--- src/rtl/mem_loader_pkg.sv ---
// Shared types and constants for the boot-time program loader.
package mem_loader_pkg;

  typedef enum logic [3:0] {
    S_SYNC,
    S_AH,
    S_AL,
    S_LH,
    S_LL,
    S_DATA,
    S_CHK,
    S_HOLD,
    S_DONE,
    S_ERR
  } state_t;

  localparam logic [7:0] SYNC_BYTE_DEF = 8'hA5;
  localparam int         HDR_LEN       = 5;

endpackage

--- src/rtl/mem_loader.sv ---
// Boot loader: parses framed load records from a byte stream, writes payload
// into memory and holds the CPU in reset until the end-of-image record.
module mem_loader
  import mem_loader_pkg::*;
#(
  parameter logic [7:0] SYNC_BYTE   = SYNC_BYTE_DEF,
  parameter int         ADDR_W      = 16,
  parameter int         HOLD_CYCLES = 4
) (
  input  logic              clk,
  input  logic              rst,
  input  logic              in_valid,
  input  logic [7:0]        in_data,
  output logic              in_ready,
  output logic              mem_we,
  output logic [ADDR_W-1:0] mem_addr,
  output logic [7:0]        mem_wdata,
  output logic              cpu_rst,
  output logic              done,
  output logic              err
);

  localparam logic [7:0] HOLD_INIT = 8'(HOLD_CYCLES);

  state_t            state;
  state_t            state_nxt;
  logic              acc;
  logic              ready_nxt;
  logic [15:0]       len_full;
  logic [7:0]        addr_hi_p0;
  logic [7:0]        len_hi_p0;
  logic [7:0]        sum_p0;
  logic [7:0]        hold_p0;
  logic [ADDR_W-1:0] addr_p0;
  logic [15:0]       remain_p0;

  function automatic logic [7:0] csum_add(input logic [7:0] s, input logic [7:0] b);
    return s + b;
  endfunction

  function automatic logic takes_bytes(input state_t s);
    return (s != S_HOLD) && (s != S_DONE) && (s != S_ERR);
  endfunction

  assign acc      = in_valid && in_ready;
  assign len_full = {len_hi_p0, in_data};

  always_comb begin
    state_nxt = state;
    case (state)
      S_SYNC: if (acc && (in_data == SYNC_BYTE)) state_nxt = S_AH;
      S_AH:   if (acc) state_nxt = S_AL;
      S_AL:   if (acc) state_nxt = S_LH;
      S_LH:   if (acc) state_nxt = S_LL;
      S_LL:   if (acc) state_nxt = (len_full == 16'd0) ? S_HOLD : S_DATA;
      S_DATA: if (acc && (remain_p0 == 16'd1)) state_nxt = S_CHK;
      S_CHK:  if (acc) state_nxt = (in_data == sum_p0) ? S_SYNC : S_ERR;
      S_HOLD: if (hold_p0 == 8'd0) state_nxt = S_DONE;
      S_DONE: state_nxt = S_DONE;
      S_ERR:  state_nxt = S_ERR;
      default: state_nxt = S_SYNC;
    endcase
    ready_nxt = takes_bytes(state_nxt);
  end

  // stage p0: control state and the registered write port
  always_ff @(posedge clk) begin
    if (rst) begin
      state     <= S_SYNC;
      in_ready  <= 1'b0;
      mem_we    <= 1'b0;
      mem_addr  <= '0;
      mem_wdata <= '0;
    end else begin
      state    <= state_nxt;
      in_ready <= ready_nxt;
      mem_we   <= (state == S_DATA) && acc;
      if ((state == S_DATA) && acc) begin
        mem_addr  <= addr_p0;
        mem_wdata <= in_data;
      end
    end
  end

  // Header fields, payload counter, checksum and hold counter carry no reset:
  // each is loaded before the state that consumes it is entered.
  always_ff @(posedge clk) begin
    case (state)
      S_AH: if (acc) addr_hi_p0 <= in_data;
      S_AL: if (acc) addr_p0 <= ADDR_W'({addr_hi_p0, in_data});
      S_LH: if (acc) len_hi_p0 <= in_data;
      S_LL: begin
        if (acc) begin
          remain_p0 <= len_full;
          sum_p0    <= 8'd0;
          hold_p0   <= HOLD_INIT;
        end
      end
      S_DATA: begin
        if (acc) begin
          addr_p0   <= addr_p0 + ADDR_W'(1);
          sum_p0    <= csum_add(sum_p0, in_data);
          remain_p0 <= remain_p0 - 16'd1;
        end
      end
      S_HOLD: if (hold_p0 != 8'd0) hold_p0 <= hold_p0 - 8'd1;
      default: ;
    endcase
  end

  assign cpu_rst = (state != S_DONE);
  assign done    = (state == S_DONE);
  assign err     = (state == S_ERR);

endmodule

--- config.mk ---
export PLATFORM = sky130hd
export DESIGN_NAME = mem_loader
export DESIGN_NICKNAME = d
export VERILOG_FILES = /design/src/rtl/mem_loader_pkg.sv /design/src/rtl/mem_loader.sv
export SDC_FILE = /design/constraint.sdc
export NUM_CORES = 1
export LEC_CHECK = 0
export BUFFER_PORTS_ARGS = -buffer_cell sky130_fd_sc_hd__buf_2
export CORE_MARGIN = 3
export CORE_UTILIZATION = 37
export DETAILED_ROUTE_END_ITERATION = 10
export GPL_ROUTABILITY_DRIVEN = 1
export GPL_TIMING_DRIVEN = 1
export PLACE_DENSITY_LB_ADDON = 0.05
export SLEW_MARGIN = 40
export SYNTH_ARGS = -nofsm -noshare
export SYNTH_HDL_FRONTEND = slang
export SYNTH_SLANG_ARGS = --single-unit
export TNS_END_PERCENT = 5
--- constraint.sdc ---
create_clock -name clk -period 3.2 [get_ports clk]
set_input_delay 0.48 -clock clk [delete_from_list [all_inputs] [get_ports clk]]
set_output_delay 0.48 -clock clk [all_outputs]
set_load 0.005 [all_outputs]
==> results.json, run 1 <==
{
  "status": "finished, final reports clean",
  "insertion_delay_ps": 350,
  "setup_viol": 0,
  "cts_buffer_depth": 2,
  "die_x_um": 117,
  "dr.pass1.iters": 4,
  "hold_ws_ps": 412,
  "routed-wl-met3_um": 499,
  "crit_path_end_kind": "flop",
  "cts_setup_buffers": 0,
  "synthXorXnorAreaFrac": 0.0652,
  "ant_nets": 0,
  "tightest_slew_ps": 575,
  "wl_per_cell_um": 16.3,
  "wl_met1_um": 5000,
  "slowest_delay_ps": 550,
  "antenna_found_initial": 0,
  "cts_hold_buf": 0,
  "synth_warnings": 0,
  "leakage_nw": 1.86,
  "cts.htree.levels": 3,
  "gp_congestion": 0.837,
  "port_buffers": 39,
  "period_minus_slack_ps": 2190,
  "grt_pass1_wl_um": 17800,
  "path_buf_inv": 0,
  "slew_headroom": 0.611,
  "via_count": 3393,
  "synth_mux_area_frac": 0,
  "n_fill_cell": 1180,
  "grt.total_usage": 0.171,
  "synth_area_per_cell_um2": 10.1,
  "vias_per_cell": 5.14,
  "hold_class": "primary input to flop",
  "clk_pin_slew_ps": 70,
  "grt_setup_unrepaired": "false",
  "regArea_mm2": 0.00252,
  "ys_ff_latch": 94,
  "p_total_mw": 2.38,
  "cts_buffers": 9,
  "drt-initial-drc-count": 270,
  "hpwl_um": 7600,
  "cp_slowest_cell": "or4_4",
  "fin_tns_setup_ps": 0,
  "first_global_vias": 3359,
  "synthDistinctLibCells": 52,
  "synthFlopType": "edfxtp_1",
  "fin_nets": 514,
  "critPathLaunchType": "flop",
  "synth_top_family_by_area": "simple AND/OR/NAND/NOR gates",
  "row_count": 39,
  "met2_length_um": 5100,
  "initial_core_util": 0.388,
  "fin_crit_sh": 0.685,
  "crit_required_ps": 3470,
  "syn_area_mm2": 0.00457,
  "crit_arrival_ps": 2470,
  "finalHoldViolCount": 0,
  "synth_compound_area_frac": 0.109,
  "clock_sinks": 94,
  "top_layer_used": "met4",
  "cp_top_family": "simple AND/OR/NAND/NOR gates",
  "multi_input_area_mm2": 0.00191,
  "synth_fa_ha_area_frac": 0.0345,
  "grt_max_degree": 30,
  "critPathMaxFanout": 2,
  "root_buffer": "clkbuf_16",
  "slew_viol_final": 0,
  "maxCapViolCount": 0,
  "fmax_mhz": 456,
  "core-area_mm2": 0.0118,
  "vdd_drop_max_v": 0.000270,
  "syn_to_final_growth_pct": 14.1,
  "skew_ps": 8.25,
  "drc_errors": 0,
  "crit_type": "flop to flop",
  "synth-simple-area-share": 0.209,
  "io_pins": 40,
  "pwr_density_cell_mw_per_mm2": 457,
  "synth.net_count": 474,
  "die_h_um": 117,
  "antennaDiodeCount": 0,
  "dieArea_mm2": 0.0137,
  "globalRouteOverflowTotal": 0,
  "ys_seq_area_frac": 0.552,
  "synth_edf_count": 64,
  "crit_chain": "ha_1 > or4_4 > nor4_4 > a31oi_1 > a2111oi_2 > nor3_1 > nor3b_2",
  "async_flop_share": 0,
  "drive_above_1_share": 0.149,
  "wl_um": 10800,
  "synthCells": 451,
  "tritoncts": "done",
  "cts-resized-gates": 0
}
## metrics by stage
stage | instances | worst slack [ps] | cell area [um2] | util
floorplan | 451 | 901 | 4570 | -
global placement | 644 | 766 | 4930 | 0.419
detailed placement | 644 | 706 | 4930 | 0.419
CTS | 660 | 973 | 5210 | 0.443
global route | 660 | 815 | 5210 | 0.443
finish | 660 | 1010 | 5210 | 0.443
## power by group
group	internal [mW]	leakage, nW	total [mW]	switching, mW
clock network	0.573	0.129	1.02	0.449
logic	0.0235	0.927	0.0700	0.0466
registers	1.29	0.806	1.29	0.000797
## cell families after synthesis
kind of cell,count (synthesis)
AOI/OAI and AO/OA,86
xor gates and xnor gates,34
adders and majority gates,12
buffers and inverters,27
DFF,94
and+or+nand+nor,198
## cells in the mapped netlist (4+ instances only)
cell	count	area share
inv_1	9	0.0074
nand2_1	87	0.072
nor4_1	9	0.012
o21ai_0	22	0.024
clkbuf_1	11	0.0090
nand2b_1	4	0.0055
dfxtp_1	30	0.13
a21oi_1	41	0.045
o31ai_1	5	0.0082
nand3_1	11	0.012
xnor2_1	15	0.029
nor2b_1	4	0.0055
and3_1	5	0.0069
edfxtp_1	64	0.42
nor3_1	12	0.013
nor2_1	42	0.035
ha_1	11	0.030
xor2_1	19	0.036
## cell type report
cell class	instances	area share
Timing Repair Buffer	47	0.0490
Inverter	9	0.00648
Tap cell	164	0.0394
Clock inverter	3	0.00360
Sequential cell	94	0.484
Multi-Input combinational cell	330	0.367
Clock buffer	13	0.0502
## sequential cells by signal, indices dropped and copies added, names as in the netlist
register    count
addr_p0        16
mem_addr       16
remain_p0      16
addr_hi_p0      8
hold_p0         8
len_hi_p0       8
mem_wdata       8
sum_p0          8
state           4
in_ready        1
mem_we          1
## path summary, 6_finish.rpt
check	startpoint	endpoint	slack (ps)	cells after the start
max reg2reg	sum_p0[1]	in_ready	1010	7
min	in_data[4]	addr_hi_p0[4]	410	1
min reg2reg	mem_addr[1]	mem_addr[1]	450	2
max	sum_p0[1]	in_ready	1010	7
## layer usage
layer / GRT usage / up-vias
li1: - / 1677
met1: 0.228 / 1638
met2: 0.273 / 64
met3: 0.0473 / 14
met4: 0.0535 / 0
met5: 0 / -
## cell usage in the layout, fill, tap and decap left out, types with 4 or more instances in the layout
cell       Yosys  final
a21oi_1       41     41
and3_1         5      5
buf_2          3     39
buf_4          0      8
clkbuf_16      0     10
dfxtp_1       30     30
edfxtp_1      64     64
ha_1          11     11
inv_1          9      9
nand2_1       87     87
nand2b_1       4      4
nand3_1       11     11
nor2_1        42     41
nor2b_1        4      4
nor3_1        12     11
nor4_1         9      9
o21ai_0       22     22
o31ai_1        5      5
xnor2_1       15     15
xor2_1        19     19
(Power assumes the default switching activity.)
==> run 2, diff against run 1 <==
==> constraint.sdc (replaced) <==
create_clock -name clk -period 2.17 [get_ports clk]
set_input_delay 0.3255 -clock clk [delete_from_list [all_inputs] [get_ports clk]]
set_output_delay 0.3255 -clock clk [all_outputs]
set_load 0.005 [all_outputs]
==> run 2 against run 1 <==
Net effect: the flow now finishes with violations (setup timing); via count grew 0.65%; highest routed layer unchanged; sequential power grew 47%; largest power group unchanged; critical endpoint unchanged; die area is the same.
==> results.json, run 2 (synthesis gave the netlist of run 1 again) <==
{
  "row_count": 39,
  "dp.cells": 668,
  "dieArea_mm2": 0.0137,
  "io_pins": 40,
  "port_buffers": 39,
  "clock_sinks": 94,
  "skew_ps": 6.52,
  "crit_type": "flop to flop",
  "initial_core_util": 0.388,
  "leakage_nw": 2.01,
  "largestRegisters": "addr_p0 x16, mem_addr x16, remain_p0 x16",
  "dr.pass1.iters": 4,
  "first_global_vias": 3211,
  "hold_class": "primary input to flop",
  "fin_tns_setup_ps": -16.0,
  "critPathLaunchType": "flop",
  "finalWorstSetupSlack_ps": -16.0,
  "die_h_um": 117,
  "fin_nets": 538,
  "n_fill_cell": 1152,
  "crit_path_end_kind": "flop",
  "regArea_mm2": 0.00252,
  "cts_buffers": 9,
  "switchingPower_mw": 0.735,
  "cts.htree.levels": 3,
  "setup_viol": 1,
  "crit_required_ps": 2450,
  "place_ws_ps": -90.7,
  "pwr-share-clk": 0.442,
  "drc_errors": 0,
  "tightest_slew_ps": 535,
  "seq_power_share": 0.522,
  "vdd_drop_max_v": 0.000298,
  "slowest_delay_ps": 540,
  "combPwrFrac": 0.036,
  "status": "finished, violations left",
  "wl_um": 10600,
  "crit_chain": "ha_4 > or4_4 > nor4_4 > a31oi_1 > a2111oi_2 > nor3_1 > nor3b_2",
  "clk_pin_slew_ps": 60,
  "syn_to_final_growth_pct": 20.0,
  "vias_per_cell": 4.99,
  "violations": "setup timing",
  "pwr_density_cell_mw_per_mm2": 666,
  "maxCapViolCount": 0,
  "core-area_mm2": 0.0118,
  "grt.total_usage": 0.166,
  "period_minus_slack_ps": 2190,
  "final_cell_mix": "nand2_1 (87), edfxtp_1 (64), a21oi_1 (41)",
  "slew_viol_final": 0,
  "wl_per_cell_um": 15.5,
  "root_buffer": "clkbuf_16",
  "grt_setup_unrepaired": "true",
  "multi_input_area_mm2": 0.00194,
  "antenna_found_initial": 0,
  "finalHoldViolCount": 0,
  "fmax_mhz": 457,
  "instances_no_fill": 684,
  "globalRouteOverflowTotal": 0,
  "p_int_mw": 2.91,
  "drive_above_1_share": 0.196,
  "cp_top_family": "simple AND/OR/NAND/NOR gates",
  "die_x_um": 117,
  "insertion_delay_ps": 350,
  "ant_nets": 0,
  "gp_congestion": 0.829,
  "grt_max_degree": 30,
  "cp_slowest_cell": "or4_4",
  "sw_frac_of_total": 0.202,
  "drt-initial-drc-count": 231,
  "layout_commonest_cell": "nand2_1",
  "tritoncts": "done",
  "slew_headroom": 0.640,
  "grt_pass1_wl_um": 17000,
  "via_count": 3415,
  "critPathMaxFanout": 2,
  "hpwl_um": 7660,
  "path_buf_inv": 0,
  "fin_crit_sh": 1.01,
  "antennaDiodeCount": 0,
  "crit_arrival_ps": 2460,
  "cts_buffer_depth": 2
}
run 2: path summary, 6_finish.rpt:
path	cells past startpoint	from	end	slack, ps
worst max-delay path	7	sum_p0[1]	in_ready	-20
worst min-delay path	2	in_data[3]	addr_hi_p0[3]	350
worst max register to register	7	sum_p0[1]	in_ready	-20
worst min register to register	2	mem_addr[6]	mem_addr[6]	450
run 2: routing by layer:
layer / vias to the layer above / wire [um] / part of all wire / track usage
met1: 1589 / 5080 / 0.48 / 0.229
met4: 0 / 219 / 0.021 / 0.0665
met5: - / 0 / 0 / 0
met3: 16 / 513 / 0.048 / 0.0252
li1: 1724 / - / - / -
met2: 86 / 4810 / 0.45 / 0.262
run 2: power by group through the flow:
| stage | clock network [mW] | registers (mW) | logic, mW |
|---|---|---|---|
| after floorplan | 0 | 1.94 | 0.0591 |
| after detailed placement | 0 | 1.94 | 0.130 |
| final | 1.61 | 1.90 | 0.132 |
| after global placement | 0 | 1.94 | 0.129 |
| after global routing | 1.73 | 1.90 | 0.147 |
| after CTS | 1.66 | 1.90 | 0.131 |
run 2: final cells by class:
cell class,count,area share
clock buffer,12,0.0471
clock inverter,4,0.00799
inverter,9,0.00617
multi-input combinational,330,0.354
sequential,94,0.460
tap,164,0.0375
timing repair buffer,71,0.0863
run 2: what timing repair did:
item,in CTS,in global routing
buffers inserted,0,0
setup endpoints to repair,2,5
gates resized for setup,0,4
pin swaps,1,0
hold buffers,0,0
run 2: per-stage QoR:
| stage | utilization | power [mW] | area (um2) | hold WS [ps] |
|---|---|---|---|---|
| finish | 0.466 | 3.65 | 5480 | 347 |
| global route | 0.466 | 3.78 | 5480 | 358 |
| CTS | 0.463 | 3.69 | 5450 | 328 |
| detailed placement | 0.438 | 2.07 | 5150 | 446 |
| global placement | 0.438 | 2.07 | 5150 | 441 |
| floorplan | - | 2.00 | 4570 | 424 |
==> run 3, diff against run 2 <==
--- a/config.mk
+++ b/config.mk
@@ -6,11 +6,13 @@
 export NUM_CORES = 1
 export LEC_CHECK = 0
 export BUFFER_PORTS_ARGS = -buffer_cell sky130_fd_sc_hd__buf_2
+export CAP_MARGIN = 30
 export CORE_MARGIN = 3
 export CORE_UTILIZATION = 37
 export DETAILED_ROUTE_END_ITERATION = 10
 export GPL_ROUTABILITY_DRIVEN = 1
 export GPL_TIMING_DRIVEN = 1
+export HOLD_SLACK_MARGIN = 0.1
 export PLACE_DENSITY_LB_ADDON = 0.05
 export SLEW_MARGIN = 40
 export SYNTH_ARGS = -nofsm -noshare
==> constraint.sdc (replaced) <==
create_clock -name clk -period 1.86 [get_ports clk]
set_input_delay 0.279 -clock clk [delete_from_list [all_inputs] [get_ports clk]]
set_output_delay 0.279 -clock clk [all_outputs]
set_load 0.005 [all_outputs]
==> run 3 against run 2 <==
Net effect: the run still ends with setup timing left; sequential power up 17%; sequential share of layout area down 2.2 points; count of clock-buffer cells in the layout down 3; setup slack worse by 240 ps; non-clock buffer count up 27; power up 17%; combinational power up 29%; largest cell class unchanged.
==> results.json, run 3 (synthesis gave the netlist of run 1 again) <==
{
  "status": "finished, violations left",
  "violations": "setup timing",
  "first_global_vias": 3387,
  "cts_buffers": 9,
  "critPathMaxFanout": 2,
  "crit_type": "flop to flop",
  "setup_viol": 5,
  "period_minus_slack_ps": 2120,
  "hpwl_um": 7830,
  "critPathLaunchType": "flop",
  "drc_errors": 0,
  "globalRouteOverflowTotal": 0,
  "pwr_density_cell_mw_per_mm2": 742,
  "grt_max_degree": 41,
  "drive_above_1_share": 0.260,
  "clk_pin_slew_ps": 70,
  "layout_commonest_cell": "nand2_1",
  "skew_ps": 5.19,
  "vdd_drop_max_v": 0.000521,
  "slew_headroom": 0.694,
  "grt_pass1_wl_um": 17300,
  "fmax_mhz": 472,
  "cts_setup_buffers": 0,
  "p_total_mw": 4.28,
  "cts.htree.levels": 3,
  "die_x_um": 117,
  "crit_arrival_ps": 2400,
  "finalHoldViolCount": 0,
  "grt.total_usage": 0.168,
  "maxCapViolCount": 0,
  "drt-initial-drc-count": 194,
  "tritoncts": "done",
  "clock_sinks": 94,
  "final_cell_mix": "nand2_1 (87), edfxtp_1 (64), buf_4 (54)",
  "fin_crit_sh": 1.14,
  "crit_required_ps": 2140,
  "tightest_slew_ps": 459,
  "cts_hold_buf": 0,
  "fin_nets": 565,
  "grt_setup_unrepaired": "true",
  "leakage_nw": 2.16,
  "dieArea_mm2": 0.0137,
  "antennaDiodeCount": 0,
  "place_ws_ps": -301,
  "fin_tns_setup_ps": -605,
  "hold_class": "primary input to flop",
  "wl_um": 10700,
  "dr.pass1.iters": 4,
  "die_h_um": 117,
  "vias_per_cell": 4.86,
  "wl_per_cell_um": 15.0,
  "io_pins": 40,
  "root_buffer": "clkbuf_16",
  "cts_buffer_depth": 2,
  "port_buffers": 39,
  "antenna_found_initial": 0,
  "syn_to_final_growth_pct": 26.2,
  "insertion_delay_ps": 350,
  "crit_path_end_kind": "flop",
  "initial_core_util": 0.388,
  "row_count": 39,
  "finalWorstSetupSlack_ps": -258,
  "slew_viol_final": 0,
  "via_count": 3459,
  "core-area_mm2": 0.0118,
  "ant_nets": 0,
  "gp_congestion": 0.831,
  "largestRegisters": "addr_p0 x16, mem_addr x16, remain_p0 x16"
}
-- run 3: cell count changes in the layout (fill, tap and decap cells not counted), moves of 2 or more --
cell	previous run	this run
buf_4	29	54
inv_8	0	2
clkbuf_1	2	0
o21ai_2	0	2
clkinvlp_4	0	2
-- run 3: final cells by class --
class / count / area (um2)
inverter: 9 / 33.8
multi-input combinational: 330 / 2000
fill: 1105 / 6000
clock buffer: 9 / 225
tap: 164 / 205
sequential: 94 / 2520
clock inverter: 7 / 81.3
timing repair buffer: 98 / 692
-- run 3: path summary, 6_finish.rpt --
path	depth (start not counted)	to	from	slack, ps
max	7	in_ready	sum_p0[1]	-260
max reg2reg	7	in_ready	sum_p0[1]	-260
min reg2reg	2	mem_wdata[4]	mem_wdata[4]	450
min	2	len_hi_p0[3]	in_data[3]	300
-- run 3: power breakdown --
group          total [mW]  switching (mW)  internal (mW)
clock                1.89           0.827           1.06
combinational       0.170          0.0972         0.0725
sequential           2.22         0.00152           2.22
-- run 3: per-stage QoR --
stage	cell area (um2)	cells	hold WS, ps	utilization
final	5760	711	300	0.490
after global routing	5760	711	283	0.490
after CTS	5700	711	280	0.485
after detailed placement	5360	695	443	0.456
after global placement	5360	695	442	0.456
after floorplan	4570	451	378	-
-- run 3: repair_timing --
action,CTS,global route
endpoints found under the setup margin,6,13
resized for setup,6,11
pin swaps,2,1
-- run 3: routing by layer --
metal,share of wire,routed length (um),GRT usage
met2,0.48,5110,0.273
met4,0.012,127,0.0466
met3,0.044,467,0.0452
met1,0.46,4950,0.223
met5,0,0,0
-- run 3: worst max-delay path: stages, from the launching register on --
cell and delay, ps:
edfxtp_1 440, ha_4 240, or4_4 540, nor4_4 160
a31oi_1 130, a2111oi_2 270, nor3_1 120, nor3b_2 160
